<file path="src/rtl/regfile_seq_pkg.sv">
// Shared constants for the register-file instruction sequencer: field positions,
// opcodes and FSM state encodings.
package regfile_seq_pkg;

    localparam int unsigned DATA_W  = 8;
    localparam int unsigned ADDR_W  = 4;
    localparam int unsigned INSTR_W = 16;

    localparam int unsigned OP_MSB  = 15;
    localparam int unsigned OP_LSB  = 12;
    localparam int unsigned RD_MSB  = 11;
    localparam int unsigned RD_LSB  = 8;
    localparam int unsigned RS1_MSB = 7;
    localparam int unsigned RS1_LSB = 4;
    localparam int unsigned RS2_MSB = 3;
    localparam int unsigned RS2_LSB = 0;
    localparam int unsigned IMM_MSB = 7;
    localparam int unsigned IMM_LSB = 0;

    localparam logic [3:0] OP_NOP = 4'd0;
    localparam logic [3:0] OP_ADD = 4'd1;
    localparam logic [3:0] OP_SUB = 4'd2;
    localparam logic [3:0] OP_AND = 4'd3;
    localparam logic [3:0] OP_OR  = 4'd4;
    localparam logic [3:0] OP_XOR = 4'd5;
    localparam logic [3:0] OP_MOV = 4'd6;
    localparam logic [3:0] OP_LDI = 4'd7;
    localparam logic [3:0] OP_CMP = 4'd8;

    typedef logic [1:0] state_t;
    localparam state_t S_IDLE = 2'd0;
    localparam state_t S_READ = 2'd1;
    localparam state_t S_EXEC = 2'd2;
    localparam state_t S_WB   = 2'd3;

    // NOP and the illegal opcodes leave result and flags untouched.
    function automatic logic op_sets_flags(input logic [3:0] op);
        return (op >= OP_ADD) && (op <= OP_CMP);
    endfunction

endpackage

</file>
<file path="src/rtl/seq_alu8.sv">
// Combinational 8-bit ALU for the sequencer; carry doubles as borrow for SUB/CMP.
module seq_alu8
    import regfile_seq_pkg::*;
(
    input  logic [3:0]        op,
    input  logic [DATA_W-1:0] a,
    input  logic [DATA_W-1:0] b,
    input  logic [DATA_W-1:0] imm,
    output logic [DATA_W-1:0] y,
    output logic              carry,
    output logic              zero,
    output logic              writes_rd
);

    logic [DATA_W:0] sum;

    always_comb begin
        sum   = '0;
        y     = '0;
        carry = 1'b0;
        case (op)
            OP_ADD: begin
                sum   = {1'b0, a} + {1'b0, b};
                y     = sum[DATA_W-1:0];
                carry = sum[DATA_W];
            end
            // Bit 8 of the 9-bit difference is set exactly when a < b.
            OP_SUB, OP_CMP: begin
                sum   = {1'b0, a} - {1'b0, b};
                y     = sum[DATA_W-1:0];
                carry = sum[DATA_W];
            end
            OP_AND:  y = a & b;
            OP_OR:   y = a | b;
            OP_XOR:  y = a ^ b;
            OP_MOV:  y = a;
            OP_LDI:  y = imm;
            default: y = '0;
        endcase
    end

    assign zero      = (y == '0);
    assign writes_rd = (op >= OP_ADD) && (op <= OP_LDI);

endmodule

</file>
<file path="src/rtl/regfile_sequencer.sv">
// Four-cycle IDLE/READ/EXEC/WB sequencer driving a 16x8 register file from
// latched 16-bit instructions.
module regfile_sequencer
    import regfile_seq_pkg::*;
(
    input  logic                clk,
    input  logic                Reset,
    input  logic                instr_valid,
    input  logic [INSTR_W-1:0]  instr,
    output logic                instr_ready,
    output logic                RegFileRead,
    output logic                RegFileWrite,
    output logic [ADDR_W-1:0]   Source1,
    output logic [ADDR_W-1:0]   Source2,
    output logic [ADDR_W-1:0]   Destin,
    output logic [DATA_W-1:0]   Datain,
    input  logic [DATA_W-1:0]   Dataout1,
    input  logic [DATA_W-1:0]   Dataout2,
    output logic                done,
    output logic                illegal,
    output logic [DATA_W-1:0]   result,
    output logic                flag_z,
    output logic                flag_c
);

    state_t              state_q, state_d;
    logic [INSTR_W-1:0]  instr_q, instr_d;
    logic [DATA_W-1:0]   opa_q, opa_d;
    logic [DATA_W-1:0]   opb_q, opb_d;
    logic [DATA_W-1:0]   result_q, result_d;
    logic                flag_z_q, flag_z_d;
    logic                flag_c_q, flag_c_d;
    logic                done_q, done_d;
    logic                illegal_q, illegal_d;

    logic [3:0]          op;
    logic [DATA_W-1:0]   alu_y;
    logic                alu_carry;
    logic                alu_zero;
    logic                alu_writes_rd;

    assign op = instr_q[OP_MSB:OP_LSB];

    seq_alu8 u_alu (
        .op        (op),
        .a         (opa_q),
        .b         (opb_q),
        .imm       (instr_q[IMM_MSB:IMM_LSB]),
        .y         (alu_y),
        .carry     (alu_carry),
        .zero      (alu_zero),
        .writes_rd (alu_writes_rd)
    );

    always_comb begin
        state_d   = state_q;
        instr_d   = instr_q;
        opa_d     = opa_q;
        opb_d     = opb_q;
        result_d  = result_q;
        flag_z_d  = flag_z_q;
        flag_c_d  = flag_c_q;
        done_d    = 1'b0;
        illegal_d = 1'b0;
        case (state_q)
            S_IDLE: begin
                if (instr_valid) begin
                    instr_d = instr;
                    state_d = S_READ;
                end
            end
            S_READ: begin
                opa_d   = Dataout1;
                opb_d   = Dataout2;
                state_d = S_EXEC;
            end
            S_EXEC: begin
                if (op_sets_flags(op)) begin
                    result_d = alu_y;
                    flag_z_d = alu_zero;
                    flag_c_d = alu_carry;
                end
                state_d = S_WB;
            end
            S_WB: begin
                done_d    = 1'b1;
                illegal_d = (op > OP_CMP);
                state_d   = S_IDLE;
            end
            default: state_d = S_IDLE;
        endcase
    end

    always_ff @(posedge clk) begin
        if (Reset) begin
            state_q   <= S_IDLE;
            instr_q   <= '0;
            opa_q     <= '0;
            opb_q     <= '0;
            result_q  <= '0;
            flag_z_q  <= 1'b0;
            flag_c_q  <= 1'b0;
            done_q    <= 1'b0;
            illegal_q <= 1'b0;
        end else begin
            state_q   <= state_d;
            instr_q   <= instr_d;
            opa_q     <= opa_d;
            opb_q     <= opb_d;
            result_q  <= result_d;
            flag_z_q  <= flag_z_d;
            flag_c_q  <= flag_c_d;
            done_q    <= done_d;
            illegal_q <= illegal_d;
        end
    end

    // Strobes are masked by Reset so an aborted WB never commits a write.
    assign instr_ready  = (state_q == S_IDLE);
    assign RegFileRead  = (state_q == S_READ) && !Reset;
    assign RegFileWrite = (state_q == S_WB) && alu_writes_rd && !Reset;

    assign Source1 = instr_q[RS1_MSB:RS1_LSB];
    assign Source2 = instr_q[RS2_MSB:RS2_LSB];
    assign Destin  = instr_q[RD_MSB:RD_LSB];
    assign Datain  = result_q;

    assign done    = done_q;
    assign illegal = illegal_q;
    assign result  = result_q;
    assign flag_z  = flag_z_q;
    assign flag_c  = flag_c_q;

endmodule

</file>
<file path="config.mk">
export PLATFORM = sky130hd
export DESIGN_NAME = regfile_sequencer
export DESIGN_NICKNAME = d
export VERILOG_FILES = /design/src/rtl/regfile_seq_pkg.sv /design/src/rtl/seq_alu8.sv /design/src/rtl/regfile_sequencer.sv
export SDC_FILE = /design/constraint.sdc
export NUM_CORES = 1
export LEC_CHECK = 0
export BUFFER_PORTS_ARGS = -buffer_cell sky130_fd_sc_hd__buf_4
export CAP_MARGIN = 20
export CORE_MARGIN = 2
export CORE_UTILIZATION = 55
export DETAILED_ROUTE_END_ITERATION = 12
export PLACE_DENSITY = 0.86
export SKIP_CTS_REPAIR_TIMING = 1
export SYNTH_ARGS = -nofsm -noshare
export SYNTH_HDL_FRONTEND = slang
export SYNTH_SLANG_ARGS = --single-unit
</file>
<file path="constraint.sdc">
create_clock -name clk -period 2.79 [get_ports clk]
set_clock_uncertainty 0.1 [all_clocks]
set_input_delay 0.6975 -clock clk [delete_from_list [all_inputs] [get_ports clk]]
set_output_delay 0.6975 -clock clk [all_outputs]
set_load 0.01 [all_outputs]
</file>
== Word level (Yosys, flattened, before mapping) ==
Cells that the tools add are included.

* Bits in read-only memories: 0
* Output and inout port bits: 35
* Bits of input ports: 35
* Memories kept: 0
* Bits in latches: 0
* Bits in registers: 46
* RAM bits: 0

* Equality and inequality tests: 12
* $add $sub $neg: 2
* Multiplexer cells: 5
* $lt $le $gt $ge: 4
* Divide/modulo/power cells: 0
* Multiply operators: 0
* Reductions and logical operators: 12
* Shift-type cells: 0
* Bitwise logic cells: 4

{| class="wikitable"
|+ Operators by type and width
! kind !! count
|-
| 8-bit one-hot mux with 7 select lines || 1
|-
| 4-bit by 3-bit equality test with 1-bit output (second input constant) || 4
|-
| 8-bit by 8-bit adder with 9-bit output || 1
|-
| 8-bit by 8-bit subtractor with 9-bit output || 1
|-
| 8-bit AND || 1
|-
| 4-bit by 2-bit equality test with 1-bit output (second input constant) || 2
|-
| 8-bit zero test || 1
|-
| 8-bit bitwise OR || 1
|-
| 2-bit one-hot mux with 4 select lines || 1
|-
| 8-bit bitwise XOR || 1
|-
| 1-bit logical AND || 5
|-
| 2-bit equality test (second input constant) || 2
|-
| 4-bit by 1-bit equality test with 1-bit output (second input constant) || 1
|-
| 4-bit equality test (second input constant) || 1
|-
| 4-bit by 1-bit greater-or-equal comparator with 1-bit output (second input constant) || 1
|-
| 4-bit greater-than comparator (second input constant) || 1
|-
| 4-bit by 3-bit <= comparator with 1-bit output (second input constant) || 1
|-
| 4-bit <= comparator (second input constant) || 1
|-
| 2-bit AND reduction || 2
|-
| 2-bit OR reduction || 2
|-
| 2-bit by 1-bit equality test with 1-bit output (second input constant) || 1
|-
| 2-bit zero test || 1
|-
| 2-bit 2-to-1 mux || 1
|-
| 2-bit != test (second input constant) || 1
|-
| 4 further kinds || 4
|}

== Longest topological paths before layout ==
Gate-level depths: netlist (run 1).

* Word-level depth: 4
* Gate-level depth with buffers: 10

== Cells and area by module ==
Synthesis (run 1) repeated with hierarchy kept, for this count alone.

* Cells, all modules: 413
* Area total of the unflattened synthesis: 3469.6 um^2

{| class="wikitable"
|+ By module, submodules not included
! module !! seq. area each (um^2) !! instances !! area each (um^2) !! cells an instance
|-
| regfile_sequencer || 920.9 || 1 || 1938.1 || 210
|-
| seq_alu8 || 0.0 || 1 || 1531.5 || 203
|}

== Worst setup path before layout (run 1) ==
OpenSTA, ideal clock, no wires.

* Path kind: reg2out
* Start point: register state_q[1]
* End point: output RegFileRead
* Path buffers: 2
* Path slack: 0.392 ns
* Required time: 1.992 ns
* Data arrival time: 1.600 ns
* Stages on the path, launching flop included: 6
* Cells stage by stage: dfxtp_1 inv_1 ha_1 clkbuf_1 clkbuf_1 nor2b_1

* Cells in the longest elaborated chain, start to end: 2

{| class="wikitable"
|+ Ends and longest elaborated chain
! item !! line !! RTL
|-
| start, declared || regfile_sequencer.sv:26 || <nowiki>state_t state_q, state_d;</nowiki>
|-
| start signal, assigned || regfile_sequencer.sv:106 || <nowiki>state_q <= state_d;</nowiki>
|-
| 2-bit by 1-bit equality test with 1-bit output || regfile_sequencer.sv:120 || <nowiki>assign RegFileRead = (state_q == S_READ) && !Reset;</nowiki>
|-
| 1-bit logical AND || regfile_sequencer.sv:120 ||
|-
| end, declared || regfile_sequencer.sv:11 || <nowiki>output logic RegFileRead,</nowiki>
|}

No other way between the ends.

== Worst setup path after layout (run 1) ==
* Start point: register opa_q[0]
* End point: register flag_z_q, in the netlist flag_z

* Cells in the longest elaborated chain, start to end: 3

{| class="wikitable"
|+ Ends and longest elaborated chain
! item !! line !! RTL
|-
| start, declared || regfile_sequencer.sv:28 || <nowiki>logic [DATA_W-1:0] opa_q, opa_d;</nowiki>
|-
| start signal, assigned || regfile_sequencer.sv:108 || <nowiki>opa_q <= opa_d;</nowiki>
|-
| 8-bit by 8-bit subtractor with 9-bit output, or another cell as far along || seq_alu8.sv:29 || <nowiki>sum = {1'b0, a} - {1'b0, b};</nowiki>
|-
| 8-bit one-hot mux with 7 select lines * || seq_alu8.sv:21 || <nowiki>case (op)</nowiki>
|-
| 8-bit zero test * || seq_alu8.sv:42 || <nowiki>assign zero = (y == '0);</nowiki>
|-
| end signal, assigned || regfile_sequencer.sv:111 || <nowiki>flag_z_q <= flag_z_d;</nowiki>
|-
| end, declared || regfile_sequencer.sv:31 || <nowiki>logic flag_z_q, flag_z_d;</nowiki>
|}

Mark *: on every way between the ends. The rest lies on a longest branch, timed or not.
A chain may end at the register's enable or synchronous reset.

==> results of run 1 <==
==> worst paths after layout <==
kind,slack (ns),endpoint,start
max reg2reg,0.23,flag_z,opa_q[0]
min,0.36,instr_q[8],instr_q[8]
max,0.23,flag_z,opa_q[0]
min reg2reg,0.36,instr_q[8],instr_q[8]
==> state kept, by name, summed over array words and instances, names as in the netlist <==
signal / count
state_q: 2
Datain: 8
instr_q: 16
done: 1
opb_q: 8
opa_q: 8
flag_c: 1
illegal: 1
flag_z: 1
==> layout make-up <==
class / count / area, µm²
Multi-Input combinational cell: 270 / 1820
Clock buffer: 6 / 72.6
Tap cell: 72 / 90.1
Sequential cell: 46 / 921
Timing Repair Buffer: 78 / 586
Fill cell: 507 / 1850
Inverter: 26 / 97.6
Clock inverter: 2 / 37.5
==> logic make-up after synthesis <==
logic type                 count (synthesis)
and+or+nand+nor                          129
DFF                                       46
buffers and inverters                     68
muxes                                     24
adders and majority gates                 30
AOI/OAI and AO/OA                         82
xor gates and xnor gates                   5
==> metrics by stage <==
step / std cells / cell area, µm²
final: 500 / 3630
after global routing: 500 / 3630
after CTS: 500 / 3630
after detailed placement: 492 / 3520
after global placement: 492 / 3520
after floorplan: 384 / 3100
==> power by group through the flow <==
stage          Clock [mW]  Combinational (mW)  Sequential, mW
2_1_floorplan           0                1.23           0.924
3_3_place_gp            0                1.55           0.964
3_5_place_dp            0                1.58           0.974
4_1_cts             0.502                1.59           0.959
5_1_grt             0.537                1.78           0.983
6_report            0.493                1.60           0.957
==> per-layer routing <==
layer,part of all wire,global-route usage
met3,0.057,0.0432
met2,0.50,0.443
met4,0.012,0.0690
met5,0,0
met1,0.43,0.306
==> placed cells by master (no fill, tap or decap), types with 2 or more instances in the layout <==
master / synthesis / final
sky130_fd_sc_hd__buf_4: 21 / 78
sky130_fd_sc_hd__dfxtp_1: 46 / 46
sky130_fd_sc_hd__nand2_1: 45 / 45
sky130_fd_sc_hd__nor2_1: 44 / 44
sky130_fd_sc_hd__a21oi_1: 37 / 37
sky130_fd_sc_hd__ha_1: 28 / 28
sky130_fd_sc_hd__inv_1: 26 / 26
sky130_fd_sc_hd__mux2i_1: 23 / 23
sky130_fd_sc_hd__nor3_1: 8 / 8
sky130_fd_sc_hd__nor2b_1: 6 / 6
sky130_fd_sc_hd__nand2b_1: 5 / 5
sky130_fd_sc_hd__nand3_1: 5 / 5
sky130_fd_sc_hd__o22ai_1: 5 / 5
sky130_fd_sc_hd__clkbuf_8: 0 / 5
sky130_fd_sc_hd__xnor2_1: 4 / 4
sky130_fd_sc_hd__o21ai_1: 4 / 4
sky130_fd_sc_hd__a211oi_1: 4 / 4
sky130_fd_sc_hd__o221ai_1: 3 / 3
sky130_fd_sc_hd__nor3b_1: 2 / 2
sky130_fd_sc_hd__and2_1: 2 / 2
sky130_fd_sc_hd__or3_1: 2 / 2
sky130_fd_sc_hd__a21o_1: 2 / 2
sky130_fd_sc_hd__o21a_1: 2 / 2
sky130_fd_sc_hd__o211a_1: 2 / 2
sky130_fd_sc_hd__o211ai_1: 2 / 2
sky130_fd_sc_hd__o21bai_1: 2 / 2
sky130_fd_sc_hd__o32a_1: 2 / 2
sky130_fd_sc_hd__nor4_1: 2 / 2
sky130_fd_sc_hd__fa_1: 2 / 2
==> worst register-to-register path: cells and delay by family (launching register included) <==
kind / cells / cell delay, ns
AND/OR/NAND/NOR: 3 / 0.54
multiplexers: 1 / 0.45
adder cells (fa/ha/maj): 2 / 0.65
AO/OA/AOI/OAI: 2 / 0.36
flip-flops: 1 / 0.39
==> results.md, run 1 <==
* Run status: finished, final reports clean
* Combinational cell fraction of total power at 0.524
* Biggest area contributors in the synthesized netlist: sky130_fd_sc_hd__dfxtp_1, sky130_fd_sc_hd__ha_1, sky130_fd_sc_hd__mux2i_1
* Clock-pin slew reported for the worst setup and hold paths after clock tree synthesis at 0.09 ns
* Number of distinct library cells after synthesis at 58
* Die H at between 70 and 80 µm
* Number of stages on the worst hold path at 2
* Worst EP arrival at ~2.7 ns
* Pin slew with the least headroom to its limit at about 0.76 ns
* First-pass GRT wire length at 12300 µm
* Share of synthesized cell area in and, or, nand and nor gates at 0.188
* Top_reg_cell synth: sky130_fd_sc_hd__dfxtp_1
* Post-route clock period utilization at 0.919
* Count of antenna diodes in the layout at 0
* Die footprint at around 6200 µm²
* Detailed Route WL at 7420 µm
* Post-DR vias/cell at about 5.5
* Highest fanout seen on the critical path at 4
* Cell family with most CP delay: adder cells
* Post-detail-place hpwl at slightly below 6000 µm
* Type of element launching the critical path: register
* Timing-limited maximum frequency at approximately 400 MHz
* Initial Utilization at 0.566
* Worst Slack Setup Final at 0.226 ns
* Wire length per cell after detailed routing at between 10 and 15 µm
* RSZ-0062 raised after global routing: false
* Area share of the largest cell type after synthesis at 0.297
* Final period demand of the worst path at about 2.6 ns
* Top-count cell post-synth: sky130_fd_sc_hd__dfxtp_1
* Final hold violation count at 0
* Fraction of synthesized cell area in xor and xnor cells at 0.0141
* Fraction of power consumed by the clock network at 0.162
* Number of antenna violations at the first check in global routing at 0
* Final Net Count at approximately 490
* Vias in the first global route at around 2.6k
* Leakage power summed over all cells at 1.57 nW
* Share of the core filled with cells at 0.663
* Total of endpoints with negative setup slack in the final report at 0
* Layout cells sized above 1 at 0.210
* Setup crit end kind: register
* Detailed Routing Iterations Pass 1 at 4
* Max-slew violation count at 0
* Number of buffers inserted during clock tree synthesis at 5
* Register bit count reported by yosys at 46
* Final weighted congestion in routability-driven placement at 0.983
* H-tree depth reported by CTS at 2
* Synthesized net count at approximately 450
* Count of buffers from port buffering at 69
* Clock insertion delay at the later pin of the skew report at 0.30 ns
* Relative slew margins at 0.490
* Worst-path cell chain: ha_1 > fa_1 > mux4_2 > nand2b_1 > o221ai_1 > nor4_1 > nand4b_1 > o31ai_1
* Horiz. Die Dim at between 70 and 80 µm
* Number of enable-type register cells in the synthesized netlist at 0
* Max stage delay cell, worst path: sky130_fd_sc_hd__mux4_2
* Top-level port count at 70
* Clk sinks at between 40 and 50
* Internal portion of total power at 1.78 mW
* Clk Tree Root Cell: sky130_fd_sc_hd__clkbuf_8
* Remaining design rule violation count at 0
* Buffer levels on the longest clock path at 2
* Total number of vias at ~2.7k
* Overall power of the completed layout at just over 3 mW
* Share of synthesized area spent on multiplexers at 0.0816
* Cell count after synthesis at around 380
* Crit. path cell count at 8
* Combinational family with the most area after synthesis: simple AND/OR/NAND/NOR gates
* Floorplan core area at ~5500 µm²
* Biggest area consumer among synthesized cells: sky130_fd_sc_hd__dfxtp_1
* Total negative slack for setup checks at 0 ns
* Global route total overflow at 0
* Initial DRC Count at roughly 110
* Part of the power in registers at 0.314
* Clock tree from TritonCTS: done
* Hold Crit Class: reg -> reg
* Overall fraction of global-route tracks in use at 0.248
* Remaining antenna violation count at 0
* Post-synth top cells: sky130_fd_sc_hd__dfxtp_1, sky130_fd_sc_hd__nand2_1, sky130_fd_sc_hd__nor2_1, sky130_fd_sc_hd__a21oi_1, sky130_fd_sc_hd__ha_1
* Data required time at the worst endpoint at 2.91 ns
* PD cells at roughly 840 nW/µm²
* Sw Pwr at ~1.3 mW
* Area share of fa/ha/maj cells after synthesis at 0.126
* Post-Syn Area per Cell at between 8 and 9 µm²
* Combined area of all synthesized cells at between 3000 and 4000 µm²
* Maximum single-stage delay on the critical path at 0.45 ns
* Fraction of the mapped netlist area in compound gates at 0.178
* Maximum ir drop on the vdd rail at 422 µV
* Area grow syn2layout at 17.0%
* Share of async-settable or async-resettable flops after synthesis at 0
* Number of cell rows at 27
* Final-layout worst hold slack at between 0.3 and 0.4 ns
* Worst setup slack before clock tree synthesis at between 0.2 and 0.25 ns
* Maximum capacitance violations at 0
* Switching Fraction at 0.416
* Register area share after synthesis at 0.297
* Worst Setup Path Type: reg -> reg
* CP Buf/Inv Count at 0
* Maximum number of pins on one net before global-route repair at 25
* Worst Reg-to-Reg Cells at 8
* Count of warnings emitted by yosys at 0
(Power assumes the default switching activity.)
==> run 2, diff against run 1 <==
- CORE_UTILIZATION: 55 -> 48
- HOLD_SLACK_MARGIN: unset -> 0.05
- PLACE_DENSITY: 0.86 -> 0.77
==> results.md, run 2 (synthesized netlist as in run 1, its figures left out) <==
* Run status: finished, final reports clean
* Remaining design rule violation count at 0 (unchanged)
* Number of antenna violations at the first check in global routing at 0 (unchanged)
* Maximum capacitance violations at 0 (unchanged)
* First-pass GRT wire length at 12200 µm (-1.1%)
* Overall power of the completed layout at 2.97 mW (-2.7%)
* RSZ-0062 raised after global routing: false
* Final hold violation count at 0 (unchanged)
* Data required time at the worst endpoint at 2.91 ns (about the same)
* Total number of vias at 2702 (-1.1%)
* Top-level port count at 70 (unchanged)
* Detailed Routing Iterations Pass 1 at 4 (unchanged)
* Vias in the first global route at 2503 (-3.9%)
* Count of buffers from port buffering at 69 (unchanged)
* Number of cell rows at 29 (+7.4%)
* Initial DRC Count at 105 (unchanged)
* Buffer levels on the longest clock path at 2 (unchanged)
* Total of endpoints with negative setup slack in the final report at 0 (unchanged)
* Total negative slack for setup checks at 0 ns (unchanged)
* Most common cell after layout, fill and taps aside: sky130_fd_sc_hd__buf_4
* Commonest non-fill, non-tap cells in the layout: sky130_fd_sc_hd__buf_4, sky130_fd_sc_hd__dfxtp_1, sky130_fd_sc_hd__nand2_1
* Maximum ir drop on the vdd rail at 521 µV (+23%)
* Die footprint at 7110 µm² (+14%)
* Final weighted congestion in routability-driven placement at 0.936 (-4.8%)
* Area grow syn2layout at 16.4%
* Leakage power summed over all cells at 1.56 nW (-0.70%)
* Number of instances in the placed design at 496 (+0.81%)
* Relative slew margins at 0.528 (+0.0379)
* Clk sinks at 46 (unchanged)
* Post-route clock period utilization at 0.904 (-0.0156)
* Remaining antenna violation count at 0 (unchanged)
* Hold Crit Class: reg -> reg
* Clk Tree Root Cell: sky130_fd_sc_hd__clkbuf_8
* Global route total overflow at 0 (unchanged)
* Max-slew violation count at 0 (unchanged)
* Worst EP arrival at 2.64 ns (-0.05 ns)
* Clock insertion delay at the later pin of the skew report at 0.30 ns (about the same)
* Detailed Route WL at 7340 µm (-1.0%)
* Number of flip-flops under the largest register name at 16 (unchanged)
* Overall fraction of global-route tracks in use at 0.208 (-0.0398)
* Setup crit end kind: register
* Number of buffers inserted during clock tree synthesis at 5 (unchanged)
* Maximum number of pins on one net before global-route repair at 45 (+80%)
* Clock tree from TritonCTS: done
* Horiz. Die Dim at 84.3 µm (+6.7%)
* Worst Setup Path Type: reg -> reg
* Timing-limited maximum frequency at 397 MHz (+1.7%)
* Clock-pin slew reported for the worst setup and hold paths after clock tree synthesis at 0.09 ns (about the same)
* Post-detail-place hpwl at 5660 µm (-4.4%)
* Count of antenna diodes in the layout at 0 (unchanged)
* Floorplan core area at 6280 µm² (+15%)
* Wire length per cell after detailed routing at 14.6 µm (-1.8%)
* Pin slew with the least headroom to its limit at 0.703 ns (-0.0564 ns)
* PD cells at 822 nW/µm² (-2.2%)
* Die H at 84.3 µm (+6.7%)
* Most flops, register: instr_q
* Final Net Count at 491 (-0.20%)
* Final cell count without fillers at 504 (+0.80%)
* Post-DR vias/cell at 5.36 (-1.8%)
* Type of element launching the critical path: register
* Initial Utilization at 0.494 (-0.0726)
* Highest fanout seen on the critical path at 4 (unchanged)
* Layout cells sized above 1 at 0.211 (+0.000492)
* H-tree depth reported by CTS at 2 (unchanged)
* Final period demand of the worst path at 2.52 ns (-0.0436 ns)
run 2: changes by cell type in the layout (fill, tap and decap cells not counted):
cell                         previous run  this run
sky130_fd_sc_hd__buf_4                 78        77
sky130_fd_sc_hd__bufinv_16              1         0
sky130_fd_sc_hd__clkinv_2               0         1
sky130_fd_sc_hd__clkinv_4               0         1
sky130_fd_sc_hd__clkinvlp_4             1         0
sky130_fd_sc_hd__nor4_1                 2         1
sky130_fd_sc_hd__nor4_2                 0         1
run 2: critical path: stages, from the launching register on:
cell and delay (ns):
sky130_fd_sc_hd__dfxtp_1 0.40, sky130_fd_sc_hd__ha_1 0.24, sky130_fd_sc_hd__fa_1 0.43, sky130_fd_sc_hd__mux4_2 0.45, sky130_fd_sc_hd__nand2b_1 0.08, sky130_fd_sc_hd__o221ai_1 0.18
sky130_fd_sc_hd__nor4_2 0.25, sky130_fd_sc_hd__nand4b_1 0.12, sky130_fd_sc_hd__o31ai_1 0.19
run 2: area by class of cell:
| class | instances | area [µm²] |
|---|---|---|
| Tap cell | 77 | 96.3 |
| Multi-Input combinational cell | 270 | 1830 |
| Clock buffer | 6 | 72.6 |
| Clock inverter | 2 | 13.8 |
| Timing Repair Buffer | 77 | 578 |
| Inverter | 26 | 97.6 |
| Fill cell | 571 | 2670 |
| Sequential cell | 46 | 921 |
run 2: metal layers:
| metal | vias up | global-route usage | routed length, µm |
|---|---|---|---|
| li1 | 1372 | - | - |
| met1 | 1250 | 0.273 | 3370 |
| met2 | 69 | 0.350 | 3480 |
| met3 | 11 | 0.0403 | 389 |
| met4 | 0 | 0.0606 | 101 |
| met5 | - | 0 | 0 |
run 2: power breakdown:
part	switching [mW]	internal (mW)	total, mW
clock	0.234	0.177	0.412
combinational	0.890	0.711	1.60
sequential	0.154	0.799	0.953
total	1.28	1.69	2.97
run 2: per-stage QoR:
stage | setup slack [ns] | hold WS (ns) | util | instance area [µm²]
finish | 0.269 | 0.366 | 0.575 | 3610
global route | 0.0669 | 0.392 | 0.575 | 3610
CTS | 0.246 | 0.366 | 0.574 | 3600
detailed placement | 0.283 | 0.352 | 0.560 | 3510
global placement | 0.324 | 0.344 | 0.560 | 3510
floorplan | 0.392 | 0.337 | - | 3100
run 2: worst paths after layout:
check / cells past startpoint / start / slack, ns / end
hold reg to reg: 2 / instr_q[9] / 0.37 / instr_q[9]
setup reg to reg: 8 / opb_q[0] / 0.27 / flag_z
hold / removal: 2 / instr_q[9] / 0.37 / instr_q[9]
setup / recovery: 8 / opb_q[0] / 0.27 / flag_z
